<file path="config.mk">
export PLATFORM = sky130hd
export DESIGN_NAME = packet_sequencer
export DESIGN_NICKNAME = d
export VERILOG_FILES = /design/src/rtl/packet_sequencer.sv
export SDC_FILE = /design/constraint.sdc
export NUM_CORES = 1
export LEC_CHECK = 0
export CAP_MARGIN = 10
export CORE_MARGIN = 1.5
export CORE_UTILIZATION = 45
export CTS_CLUSTER_SIZE = 20
export DETAILED_ROUTE_END_ITERATION = 7
export PLACE_DENSITY = 0.69
export SYNTH_ARGS = -nofsm -noshare
export SYNTH_HDL_FRONTEND = slang
export SYNTH_HIERARCHICAL = 1
export SYNTH_SLANG_ARGS = --single-unit
</file>
<file path="constraint.sdc">
create_clock -name clk -period 5.05 [get_ports clk]
set_input_delay 1.01 -clock clk [delete_from_list [all_inputs] [get_ports clk]]
set_output_delay 1.01 -clock clk [all_outputs]
set_load 0.02 [all_outputs]
</file>
<file path="src/rtl/packet_sequencer.sv">
// Byte-stream packet sequencer: collects a 4-byte header, corrects it with a Hamming ECC,
// then forwards payload bytes and captures the trailing 2-byte packet CRC.

module packet_sequencer_ecc (
  input  logic [31:0] hdr,
  output logic [23:0] data,
  output logic        ok,
  output logic        corr,
  output logic        err
);

  // Parity-check column for each of the 24 header data bits (P5..P0).
  function automatic logic [5:0] ecc_col(input logic [4:0] i);
    case (i)
      5'd0:  return 6'h07;
      5'd1:  return 6'h0B;
      5'd2:  return 6'h0D;
      5'd3:  return 6'h0E;
      5'd4:  return 6'h13;
      5'd5:  return 6'h15;
      5'd6:  return 6'h16;
      5'd7:  return 6'h19;
      5'd8:  return 6'h1A;
      5'd9:  return 6'h1C;
      5'd10: return 6'h23;
      5'd11: return 6'h25;
      5'd12: return 6'h26;
      5'd13: return 6'h29;
      5'd14: return 6'h2A;
      5'd15: return 6'h2C;
      5'd16: return 6'h31;
      5'd17: return 6'h32;
      5'd18: return 6'h34;
      5'd19: return 6'h38;
      5'd20: return 6'h1F;
      5'd21: return 6'h2F;
      5'd22: return 6'h37;
      default: return 6'h3B;
    endcase
  endfunction

  logic [5:0] parity;
  logic [5:0] syndrome;
  logic       hit;
  logic       unused_rsvd;

  assign unused_rsvd = ^hdr[31:30];

  // A syndrome that matches one column flips that data bit; a one-hot syndrome is a
  // flipped ECC bit. Any other non-zero syndrome cannot be corrected.
  always_comb begin
    parity = '0;
    for (int i = 0; i < 24; i++)
      if (hdr[i]) parity = parity ^ ecc_col(i[4:0]);
    syndrome = parity ^ hdr[29:24];
    data = hdr[23:0];
    hit = 1'b0;
    for (int i = 0; i < 24; i++) begin
      if (syndrome == ecc_col(i[4:0])) begin
        data[i] = ~hdr[i];
        hit = 1'b1;
      end
    end
    ok   = (syndrome == 6'd0);
    corr = !ok && (hit || $onehot(syndrome));
    err  = !ok && !corr;
  end

endmodule

module packet_sequencer #(
  parameter logic [15:0] MAX_WC      = 16'd4096,
  parameter bit          DROP_ON_ERR = 1'b1
) (
  input  logic        clk,
  input  logic        rst_n,
  input  logic        sot,
  input  logic        eot,
  input  logic [7:0]  byte_in,
  input  logic        byte_valid,
  output logic        hdr_valid,
  output logic [1:0]  vc,
  output logic [5:0]  dt,
  output logic [15:0] wc,
  output logic        hdr_ok,
  output logic        hdr_corr,
  output logic        hdr_err,
  output logic [7:0]  pay_data,
  output logic        pay_valid,
  output logic        pay_last,
  output logic [15:0] crc_out,
  output logic        pkt_done,
  output logic        pkt_abort
);

  typedef enum logic [2:0] {IDLE, HDR, CHECK, PAYLOAD, CRC, SKIP} state_t;

  state_t      state;
  logic [31:0] hdr;
  logic [1:0]  hdr_cnt;
  logic        crc_cnt;
  logic [15:0] pay_cnt;

  logic [23:0] fix_data;
  logic        ecc_ok, ecc_corr, ecc_err;
  logic        drop, is_short, completes;

  packet_sequencer_ecc u_ecc (
    .hdr  (hdr),
    .data (fix_data),
    .ok   (ecc_ok),
    .corr (ecc_corr),
    .err  (ecc_err)
  );

  assign drop      = ecc_err && DROP_ON_ERR;
  assign is_short  = (fix_data[5:0] <= 6'h0F);
  // A packet finishing this cycle wins over a simultaneous sot/eot abort.
  assign completes = (state == CHECK && !drop && is_short) ||
                     (state == CRC && byte_valid && crc_cnt);

  always_ff @(posedge clk or negedge rst_n) begin
    if (!rst_n) begin
      state     <= IDLE;
      hdr       <= '0;
      hdr_cnt   <= '0;
      crc_cnt   <= 1'b0;
      pay_cnt   <= '0;
      hdr_valid <= 1'b0;
      vc        <= '0;
      dt        <= '0;
      wc        <= '0;
      hdr_ok    <= 1'b0;
      hdr_corr  <= 1'b0;
      hdr_err   <= 1'b0;
      pay_data  <= '0;
      pay_valid <= 1'b0;
      pay_last  <= 1'b0;
      crc_out   <= '0;
      pkt_done  <= 1'b0;
      pkt_abort <= 1'b0;
    end else begin
      hdr_valid <= 1'b0;
      pay_valid <= 1'b0;
      pay_last  <= 1'b0;
      pkt_done  <= 1'b0;
      pkt_abort <= 1'b0;
      case (state)
        IDLE: ;
        HDR: begin
          // Shifting in from the top leaves byte0 in [7:0] after four bytes.
          if (byte_valid) begin
            hdr     <= {byte_in, hdr[31:8]};
            hdr_cnt <= hdr_cnt + 2'd1;
            if (hdr_cnt == 2'd3) state <= CHECK;
          end
        end
        CHECK: begin
          hdr_valid <= 1'b1;
          vc        <= fix_data[7:6];
          dt        <= fix_data[5:0];
          wc        <= fix_data[23:8];
          hdr_ok    <= ecc_ok;
          hdr_corr  <= ecc_corr;
          hdr_err   <= ecc_err;
          pay_cnt   <= fix_data[23:8];
          crc_cnt   <= 1'b0;
          if (drop) state <= SKIP;
          else if (is_short) begin
            state    <= IDLE;
            pkt_done <= 1'b1;
          end else if (fix_data[23:8] == 16'd0) state <= CRC;
          else if (fix_data[23:8] > MAX_WC) begin
            state    <= SKIP;
            hdr_ok   <= 1'b0;
            hdr_corr <= 1'b0;
            hdr_err  <= 1'b1;
          end else state <= PAYLOAD;
        end
        PAYLOAD: begin
          if (byte_valid) begin
            pay_data  <= byte_in;
            pay_valid <= 1'b1;
            pay_cnt   <= pay_cnt - 16'd1;
            if (pay_cnt == 16'd1) begin
              pay_last <= 1'b1;
              state    <= CRC;
            end
          end
        end
        CRC: begin
          if (byte_valid) begin
            crc_cnt <= ~crc_cnt;
            if (!crc_cnt) crc_out[7:0] <= byte_in;
            else begin
              crc_out[15:8] <= byte_in;
              pkt_done      <= 1'b1;
              state         <= IDLE;
            end
          end
        end
        SKIP: ;
        default: state <= IDLE;
      endcase
      if ((sot || eot) && state != IDLE && !completes) begin
        pkt_abort <= 1'b1;
        hdr_valid <= 1'b0;
        state     <= IDLE;
      end
      if (sot) begin
        state   <= HDR;
        hdr_cnt <= '0;
      end
    end
  end

endmodule

</file>
==> metrics.cfg, run 1 <==
[floorplan]
pin_count=69
start_util=0.4666
die_area_um2=14670
core_area_um2=13450
die_w_um=121.1
rows=42
die_h_um=121.1

[global_routing]
grt_pass1_vias=4978
grt.total_usage=0.2290
antenna_found_initial=0
grt_pass1_wl_um=25910
grt-ovfl-total=0
grt_max_degree=71

[routing]
drc=0
firstDrtPassIters=6
drtIter0Drc=376
num_vias=4975
ant_nets=0
wl_um=16090
wire_per_inst_um=18.12
avgViaCountPerCell=5.602

[logic_synthesis]
syn_area_um2=6277
ys_top_cells_by_count=nand2_1, dfrtp_1, mux2_2, xnor2_1, nor2_1
synth_ff_type=dfrtp_1
yosys-top-cells-area=dfrtp_1, mux2_2, nand2_1
syn_avg_cell_area_um2=10.11
synth_cell_types=65
synth_nets=644
synth_top_area_cell=dfrtp_1
synth_edf_count=0
async_flop_share=1.000
yosys.cell_count.top_type=nand2_1
synth_top_area_frac=0.4385
yosysSeqAreaShare=0.4385
syn_inst=621
ys_seq_elements=110
yosys_warnings=6

[final_layout]
layout-drive-gt1-share=0.1994
final-seq-area_um2=2760
multi_input_area_um2=3500
fin_nets=730
fillers=1187
areaGrowthSynthToFinish_pct=24.12
diodes=0

[sta]
hold_slack_ns=0.4803
slew_headroom=0.4088
finClkSkew_ns=0.01219
min_period_ns=4.944
timing.fmax_ghz=0.2023
tightestPinTransition_ns=0.8868
hold_viol_final=0
final_max_slew_viol_count=0
fin_crit_sh=0.9789
setup_viol=0

[cts]
insertion_delay_ns=0.36
cts_made_buffers=9
cts_tree=built
clock_sinks=110
root_buffer=clkbuf_16
htree_levels=3
clkTransAtPathRegs_ns=0.08
clockBufferDepth=2

[critical_path]
cpMostUsedCell=fa_1
end_kind=flop
critical_path.top_delay_family=adder cells
critPathKind=flop to flop
path_cells=buf_4 > xnor2_2 > xnor3_1 > xnor3_1 > inv_2 > fa_1 > inv_1 > fa_1 > nor2b_2 > fa_1 > o32ai_2 > nor4_2 > and4b_2 > or2_4 > o311ai_2 > a21oi_1 > a311o_1
crit_fanout=5
cp-start-kind=flop
critical_path_required_ns=5.29
max_stage_delay_ns=0.51
crit_arrival_ns=5.18
cpMaxStageDelayCell=fa_1
cp_num_buf_inv=3

[placed_design]
place_congestion=0.9202
port_buffers=68
hpwl_um=11550

[run_status]
status=finished, final reports clean

[run]
cap_violations=0

[hold_path]
min_path_type=flop to flop

[worst reg2reg max path, stage by stage, from the launching register on]
cell,delay [ns]
dfrtp_1,0.40
buf_4,0.18
xnor2_2,0.18
xnor3_1,0.44
xnor3_1,0.26
inv_2,0.05
fa_1,0.47
inv_1,0.06
fa_1,0.51
nor2b_2,0.18
fa_1,0.51
o32ai_2,0.32
nor4_2,0.10
and4b_2,0.26
or2_4,0.27
o311ai_2,0.22
a21oi_1,0.10
a311o_1,0.31
[worst paths after layout]
check	from	to	slack, ns	cells past startpoint
worst max-delay path	hdr[21]$_DFFE_PN0P_	state[0]$_DFFE_PN0P_	0.11	17
worst min-delay path	wc[10]$_DFFE_PN0P_	wc[10]$_DFFE_PN0P_	0.48	2
worst max register to register	hdr[21]$_DFFE_PN0P_	state[0]$_DFFE_PN0P_	0.11	17
worst min register to register	wc[10]$_DFFE_PN0P_	wc[10]$_DFFE_PN0P_	0.48	2
max in group asynchronous	rst_n	hdr[0]$_DFFE_PN0P_	3.20	2
min in group asynchronous	rst_n	pay_cnt[4]$_DFFE_PN0P_	0.78	1
[placed cells by master (no fill, tap or decap), drive strengths merged, types with 2 or more instances in the layout]
cell,n
nand2,125
o22a,3
or2,6
mux2i,4
xnor3,7
nand3b,3
clkdlybuf4s50,67
a2bb2oi,4
ha,7
clkinv,3
xor2,23
o32ai,3
o41ai,2
o311ai,2
nand3,20
nor2b,9
dfrtp,110
fa,3
o22ai,9
and3,4
a31oi,5
clkbuf,9
xnor2,52
nor2,32
inv,17
a32o,2
o21ai,17
xor3,2
mux2,48
nor4,10
or3,7
o21a,5
a21oi,26
buf,34
nor3,14
[area by class of cell]
cell class | count | share of cell area
repair buffers | 101 | 0.1188
clock buffers | 9 | 0.02891
multi-input cells | 470 | 0.4492
clock inverters | 7 | 0.01333
well taps | 176 | 0.02826
inverters | 15 | 0.007227
flip-flops and latches | 110 | 0.3543
[routing by layer]
layer  wire [um]  up-vias  track usage
met2        7745      183       0.3693
met5           0        -            0
met1        7066     2458       0.3059
li1            -     2307            -
met3         948       27      0.04981
met4         333        0      0.07941
[what timing repair did]
action,CTS,global route
resized for setup,3,24
endpoints found under the setup margin,1,3
pin swaps,1,13
buffers inserted,2,6
hold buffers,0,0
[cell families after synthesis]
family / after synthesis / synth area share
AND/OR/NAND/NOR: 238 / 0.1762
multiplexers: 52 / 0.09249
XOR/XNOR: 84 / 0.1527
buffers and inverters: 41 / 0.02711
AO/OA/AOI/OAI: 86 / 0.08950
flip-flops: 110 / 0.4385
adder cells (fa/ha/maj): 10 / 0.02352
[state kept, by name, summed over array words and instances, names as in the netlist]
signal / cells
pay_last: 1
hdr_cnt: 2
state: 3
vc: 2
crc_cnt: 1
hdr: 32
pkt_abort: 1
hdr_valid: 1
hdr_err: 1
pay_valid: 1
wc: 16
pkt_done: 1
pay_cnt: 16
pay_data: 8
hdr_corr: 1
hdr_ok: 1
dt: 6
crc_out: 16
[through the flow]
step           utilization  setup WS, ns  instance area [um2]  cells   TNS, ns
2_1_floorplan            -        0.1239                 6277    621         0
3_3_place_gp        0.5393        0.1004                 7256    864         0
3_5_place_dp        0.5393      -0.08137                 7256    864  -0.08137
4_1_cts             0.5666     0.0009925                 7622    882         0
5_1_grt             0.5791      -0.07683                 7791    888   -0.1510
6_report            0.5791        0.1065                 7791    888         0
Power of run 1 is not shown: default switching activity piles up to over one toggle a cycle in this logic, so the estimate is an artifact.
==> run 2, diff against run 1 <==
--- a/config.mk
+++ b/config.mk
@@ -11,6 +11,7 @@
 export CTS_CLUSTER_SIZE = 20
 export DETAILED_ROUTE_END_ITERATION = 7
 export PLACE_DENSITY = 0.69
+export SETUP_SLACK_MARGIN = 0.02
 export SYNTH_ARGS = -nofsm -noshare
 export SYNTH_HDL_FRONTEND = slang
 export SYNTH_HIERARCHICAL = 1
==> metrics.cfg, run 2 (same netlist as run 1, synthesis figures left out) <==
[run_status]
status=finished, final reports clean  ; unchanged

[run]
cap_violations=0  ; unchanged

[final_layout]
regMostFlops=hdr  ; unchanged
layout-drive-gt1-share=0.2014  ; was 0.1994
largest_reg_flops=32  ; unchanged
final_cell_mix=nand2_1, dfrtp_1, clkdlybuf4s50_1, mux2_2, xnor2_1  ; unchanged
diodes=0  ; unchanged
areaGrowthSynthToFinish_pct=24.10  ; was 24.12%
finish.utilization=0.5791  ; about the same
final_common_cell=nand2_1  ; unchanged
fin_nets=733  ; was 730

[routing]
wl_um=16060  ; was 16090 um
wire_per_inst_um=18.03  ; was 18.12 um
drc=0  ; unchanged
firstDrtPassIters=4  ; was 6
num_vias=4998  ; was 4975
ant_nets=0  ; unchanged
avgViaCountPerCell=5.609  ; was 5.602
drtIter0Drc=370  ; was 376

[critical_path]
cpMaxStageDelayCell=fa_1  ; unchanged
crit_arrival_ns=5.20  ; was 5.18 ns
critPathKind=flop to flop  ; unchanged
critical_path.top_delay_family=adder cells  ; unchanged
ff2ff_setup_slack_ns=0.09  ; was 0.11 ns
end_kind=flop  ; unchanged
critical_path_required_ns=5.29  ; about the same
max_stage_delay_ns=0.51  ; about the same
cpMostUsedCell=fa_1  ; unchanged
crit_fanout=4  ; was 5
path_cells=xor2_4 > xnor2_2 > xor2_1 > buf_4 > buf_4 > xnor2_4 > fa_1 > inv_1 > fa_1 > nor2b_2 > fa_1 > o32ai_2 > nor4_2 > and4b_2 > or2_4 > o311ai_2 > a21oi_1 > a311o_1  ; was buf_4 > xnor2_2 > xnor3_1 > xnor3_1 > inv_2 > fa_1 > inv_1 > fa_1 > nor2b_2 > fa_1 > o32ai_2 > nor4_2 > and4b_2 > or2_4 > o311ai_2 > a21oi_1 > a311o_1
cp-start-kind=flop  ; unchanged
cp_num_buf_inv=3  ; unchanged

[floorplan]
core_area_um2=13450  ; unchanged
rows=42  ; unchanged
die_h_um=121.1  ; unchanged
die_w_um=121.1  ; unchanged
start_util=0.4666  ; unchanged
pin_count=69  ; unchanged
die_area_um2=14670  ; unchanged

[global_routing]
antenna_found_initial=0  ; unchanged
grt_pass1_wl_um=25850  ; was 25910 um
grt-ovfl-total=0  ; unchanged
grt_pass1_vias=4975  ; was 4978
grt_max_degree=71  ; unchanged
met1_usage=0.3057  ; was 0.3059
grt.total_usage=0.2286  ; was 0.2290
gr-max-usage-layer=met2  ; unchanged
met2_usage=0.3683  ; was 0.3693
use_met3=0.04981  ; unchanged

[sta]
finClkSkew_ns=0.01175  ; was 0.01219 ns
setup_viol=0  ; unchanged
slew_headroom=0.4072  ; was 0.4088
tightestPinTransition_ns=0.8893  ; was 0.8868 ns
min_period_ns=4.961  ; was 4.944 ns
final_max_slew_viol_count=0  ; unchanged
hold_viol_final=0  ; unchanged
timing.fmax_ghz=0.2016  ; was 0.2023 GHz
fin_crit_sh=0.9823  ; was 0.9789

[cts]
insertion_delay_ns=0.36  ; about the same
htree_levels=3  ; unchanged
hold_buffers=0  ; unchanged
cts_tree=built  ; unchanged
cts_made_buffers=9  ; unchanged
clockBufferDepth=2  ; unchanged
clkTransAtPathRegs_ns=0.08  ; about the same
root_buffer=clkbuf_16  ; unchanged
clock_sinks=110  ; unchanged

[hold_path]
min_path_type=flop to flop  ; unchanged

[placed_design]
place_congestion=0.9202  ; unchanged
hpwl_um=11550  ; unchanged
port_buffers=68  ; unchanged

run 2: final timing paths:
path,cells after the start,end,start
max in group asynchronous,2,hdr[0]$_DFFE_PN0P_,rst_n
worst min register to register,2,wc[10]$_DFFE_PN0P_,wc[10]$_DFFE_PN0P_
min in group asynchronous,1,pay_cnt[11]$_DFFE_PN0P_,rst_n
worst max-delay path,18,state[0]$_DFFE_PN0P_,hdr[10]$_DFFE_PN0P_
worst max register to register,18,state[0]$_DFFE_PN0P_,hdr[10]$_DFFE_PN0P_
worst min-delay path,2,wc[10]$_DFFE_PN0P_,wc[10]$_DFFE_PN0P_
run 2: per-stage QoR:
stage	setup TNS [ns]	cells	cell area (um2)	hold slack [ns]	setup WS (ns)
3_3_place_gp	0	864	7256	0.4598	0.1004
4_1_cts	0	882	7630	0.4822	0.04423
3_5_place_dp	-0.08137	864	7256	0.4647	-0.08137
5_1_grt	-0.1305	891	7790	0.5124	-0.06660
6_report	0	891	7790	0.4809	0.08939
2_1_floorplan	0	621	6277	0.4698	0.1239
run 2: cell type report:
cell class	instances	area, um2
clock buffers	9	225.2
clock inverters	7	103.9
fillers	1192	5663
inverters	15	56.30
multi-input cells	470	3477
flip-flops and latches	110	2759
well taps	176	220.2
repair buffers	104	948.4
run 2: what timing repair did:
item                                    4_1_cts  5_1_grt
pin swaps                                     2       13
resized for setup                             4       20
endpoints found under the setup margin        1        3
setup buffers                                 2        9
run 2: layer usage:
metal  up-vias  part of all wire
li1       2313                 -
met1      2486              0.45
met2       174              0.48
met3        25             0.055
met4         0             0.020
met5         -                 0
run 2: worst min-delay path, delay by kind of cell, from the launching register on:
| kind | cells | cell delay [ns] |
|---|---|---|
| simple gates | 2 | 0.10 |
| flops | 1 | 0.35 |
Power of run 2 is left out for the same reason.
==> run 3, diff against run 2 <==
--- a/config.mk
+++ b/config.mk
@@ -7,10 +7,10 @@
 export LEC_CHECK = 0
 export CAP_MARGIN = 10
 export CORE_MARGIN = 1.5
-export CORE_UTILIZATION = 45
+export CORE_UTILIZATION = 52
 export CTS_CLUSTER_SIZE = 20
 export DETAILED_ROUTE_END_ITERATION = 7
-export PLACE_DENSITY = 0.69
+export PLACE_DENSITY = 0.77
 export SETUP_SLACK_MARGIN = 0.02
 export SYNTH_ARGS = -nofsm -noshare
 export SYNTH_HDL_FRONTEND = slang
==> metrics.cfg, run 3 (same netlist as run 1, synthesis figures left out) <==
[final_layout]
largest_reg_flops=32  ; unchanged
layout-drive-gt1-share=0.1863  ; was 0.2014
diodes=0  ; unchanged
finish.utilization=0.6557  ; was 0.5791
final_cells=846  ; was 891
regMostFlops=hdr  ; unchanged
areaGrowthSynthToFinish_pct=21.31  ; was 24.10%
fin_area_um2=7615  ; was 7790 um2
fin_nets=721  ; was 733
final_common_cell=nand2_1  ; unchanged
final_cell_mix=nand2_1, dfrtp_1, clkdlybuf4s50_1, mux2_2, xnor2_1  ; unchanged

[run_status]
status=finished, final reports clean  ; unchanged

[critical_path]
path_cells=xor2_1 > xnor2_1 > xnor2_1 > xnor2_2 > inv_1 > fa_1 > inv_1 > fa_1 > nor2b_2 > fa_1 > o32ai_2 > nor4_2 > and4b_1 > or2_2 > o311ai_2 > a21oi_1 > a311o_1  ; was xor2_4 > xnor2_2 > xor2_1 > buf_4 > buf_4 > xnor2_4 > fa_1 > inv_1 > fa_1 > nor2b_2 > fa_1 > o32ai_2 > nor4_2 > and4b_2 > or2_4 > o311ai_2 > a21oi_1 > a311o_1
cp-start-kind=flop  ; unchanged
crit_fanout=5  ; was 4
critPathKind=flop to flop  ; unchanged
end_kind=flop  ; unchanged
reg2reg_from=hdr[11]$_DFFE_PN0P_  ; was hdr[10]$_DFFE_PN0P_
ff2ff_path_depth=17  ; was 18
worst-path-stages=17  ; was 18
cpMostUsedCell=fa_1  ; unchanged
max_stage_delay_ns=0.54  ; was 0.51 ns
crit_start=hdr[11]$_DFFE_PN0P_  ; was hdr[10]$_DFFE_PN0P_
crit_arrival_ns=5.22  ; was 5.20 ns
critical_path.top_delay_family=adder cells  ; unchanged
critical_path_required_ns=5.30  ; was 5.29 ns
cpMaxStageDelayCell=fa_1  ; unchanged
cp_num_buf_inv=2  ; was 3

[placed_design]
pre_cts_ws_ns=0.01473  ; was -0.08137 ns
hpwl_um=11390  ; was 11550 um
port_buffers=68  ; unchanged
place_inst=827  ; was 864
dpl_cell_area_um2=7184  ; was 7256 um2
place_congestion=0.9187  ; was 0.9202

[cts]
cts_made_buffers=9  ; unchanged
clockBufferDepth=2  ; unchanged
hold_buffers=0  ; unchanged
root_buffer=clkbuf_16  ; unchanged
clock_sinks=110  ; unchanged
insertion_delay_ns=0.37  ; was 0.36 ns
clkTransAtPathRegs_ns=0.08  ; about the same
cts_tree=built  ; unchanged
htree_levels=3  ; unchanged

[hold_path]
min_path_type=flop to flop  ; unchanged
worstHoldStart=wc[8]$_DFFE_PN0P_  ; was wc[10]$_DFFE_PN0P_
holdPathStages=2  ; unchanged

[sta]
finClkSkew_ns=0.01102  ; was 0.01175 ns
min_period_ns=4.964  ; was 4.961 ns
tightestPinTransition_ns=0.8888  ; was 0.8893 ns
final_max_slew_viol_count=0  ; unchanged
setup_viol=0  ; unchanged
timing.fmax_ghz=0.2014  ; was 0.2016 GHz
hold_viol_final=0  ; unchanged
fin_crit_sh=0.9831  ; was 0.9823
fin_ws_ns=0.08558  ; was 0.08939 ns
slew_headroom=0.4075  ; was 0.4072

[global_routing]
grt.total_usage=0.2555  ; was 0.2286
grt-ovfl-total=0  ; unchanged
grt_pass1_vias=4766  ; was 4975
grt_pass1_wl_um=25440  ; was 25850 um
antenna_found_initial=0  ; unchanged
grt_max_degree=72  ; was 71

[routing]
firstDrtPassIters=5  ; was 4
wire_per_inst_um=18.84  ; was 18.03 um
drc=0  ; unchanged
drtIter0Drc=425  ; was 370
ant_nets=0  ; unchanged
avgViaCountPerCell=5.832  ; was 5.609
num_vias=4934  ; was 4998
wl_um=15940  ; was 16060 um

[run]
cap_violations=0  ; unchanged

[floorplan]
rows=39  ; was 42
pin_count=69  ; unchanged
start_util=0.5405  ; was 0.4666
die_w_um=112.9  ; was 121.1 um
die_h_um=112.9  ; was 121.1 um
core_area_um2=11610  ; was 13450 um2
die_area_um2=12740  ; was 14670 um2

==> run 3: cell types whose count changed in the layout (fill, tap and decap cells not counted), moves of 2 or more <==
cell	delta
dfrtp_2	+3
clkinv_8	-2
buf_4	-12
xnor2_1	+2
dfrtp_1	-3
==> run 3: worst register-to-register path, delay by kind of cell (launching register included) <==
family | cells | cell delay, ns
buffers and inverters | 2 | 0.16
and+or+nand+nor | 4 | 0.87
AOI/OAI and AO/OA | 4 | 0.97
DFF | 1 | 0.46
adders and majority gates | 3 | 1.48
xor gates and xnor gates | 4 | 0.93
==> run 3: repair_timing <==
| item | 4_1_cts | 5_1_grt |
|---|---|---|
| endpoints found under the setup margin | 1 | 3 |
| gates resized for setup | 1 | 21 |
| pin swaps | 0 | 9 |
| setup buffers | 0 | 3 |
==> run 3: routing by layer <==
layer  global-route usage  wire length [um]  part of all wire  up-vias
met1               0.3481              7011              0.44     2469
met4              0.08417               313             0.020        0
met2               0.4077              7740              0.49      154
met5                    0                 0                 0        -
met3              0.05999               870             0.055       23
li1                     -                 -                 -     2288
==> run 3: area by class of cell <==
class                   count  area [um2]
repair buffers             92       858.3
clock inverters             6       58.81
clock buffers              10       239.0
multi-input cells         470        3461
well taps                 143       178.9
flip-flops and latches    110        2763
inverters                  15       56.30
fillers                   950        3999
==> run 3: path summary, 6_finish.rpt <==
path,to,slack [ns]
setup / recovery,state[0]$_DFFE_PN0P_,0.09
hold / removal,wc[8]$_DFFE_PN0P_,0.48
setup reg to reg,state[0]$_DFFE_PN0P_,0.09
hold reg to reg,wc[8]$_DFFE_PN0P_,0.48
max in group asynchronous,wc[5]$_DFFE_PN0P_,3.28
min in group asynchronous,pay_cnt[14]$_DFFE_PN0P_,0.76
==> run 3: per-stage QoR <==
step                setup TNS, ns  hold slack [ns]
global route              -0.2456           0.5103
detailed placement              0           0.4629
floorplan                       0           0.4698
global placement                0           0.4578
CTS                             0           0.4864
finish                          0           0.4819
Power of run 3 is left out for the same reason.
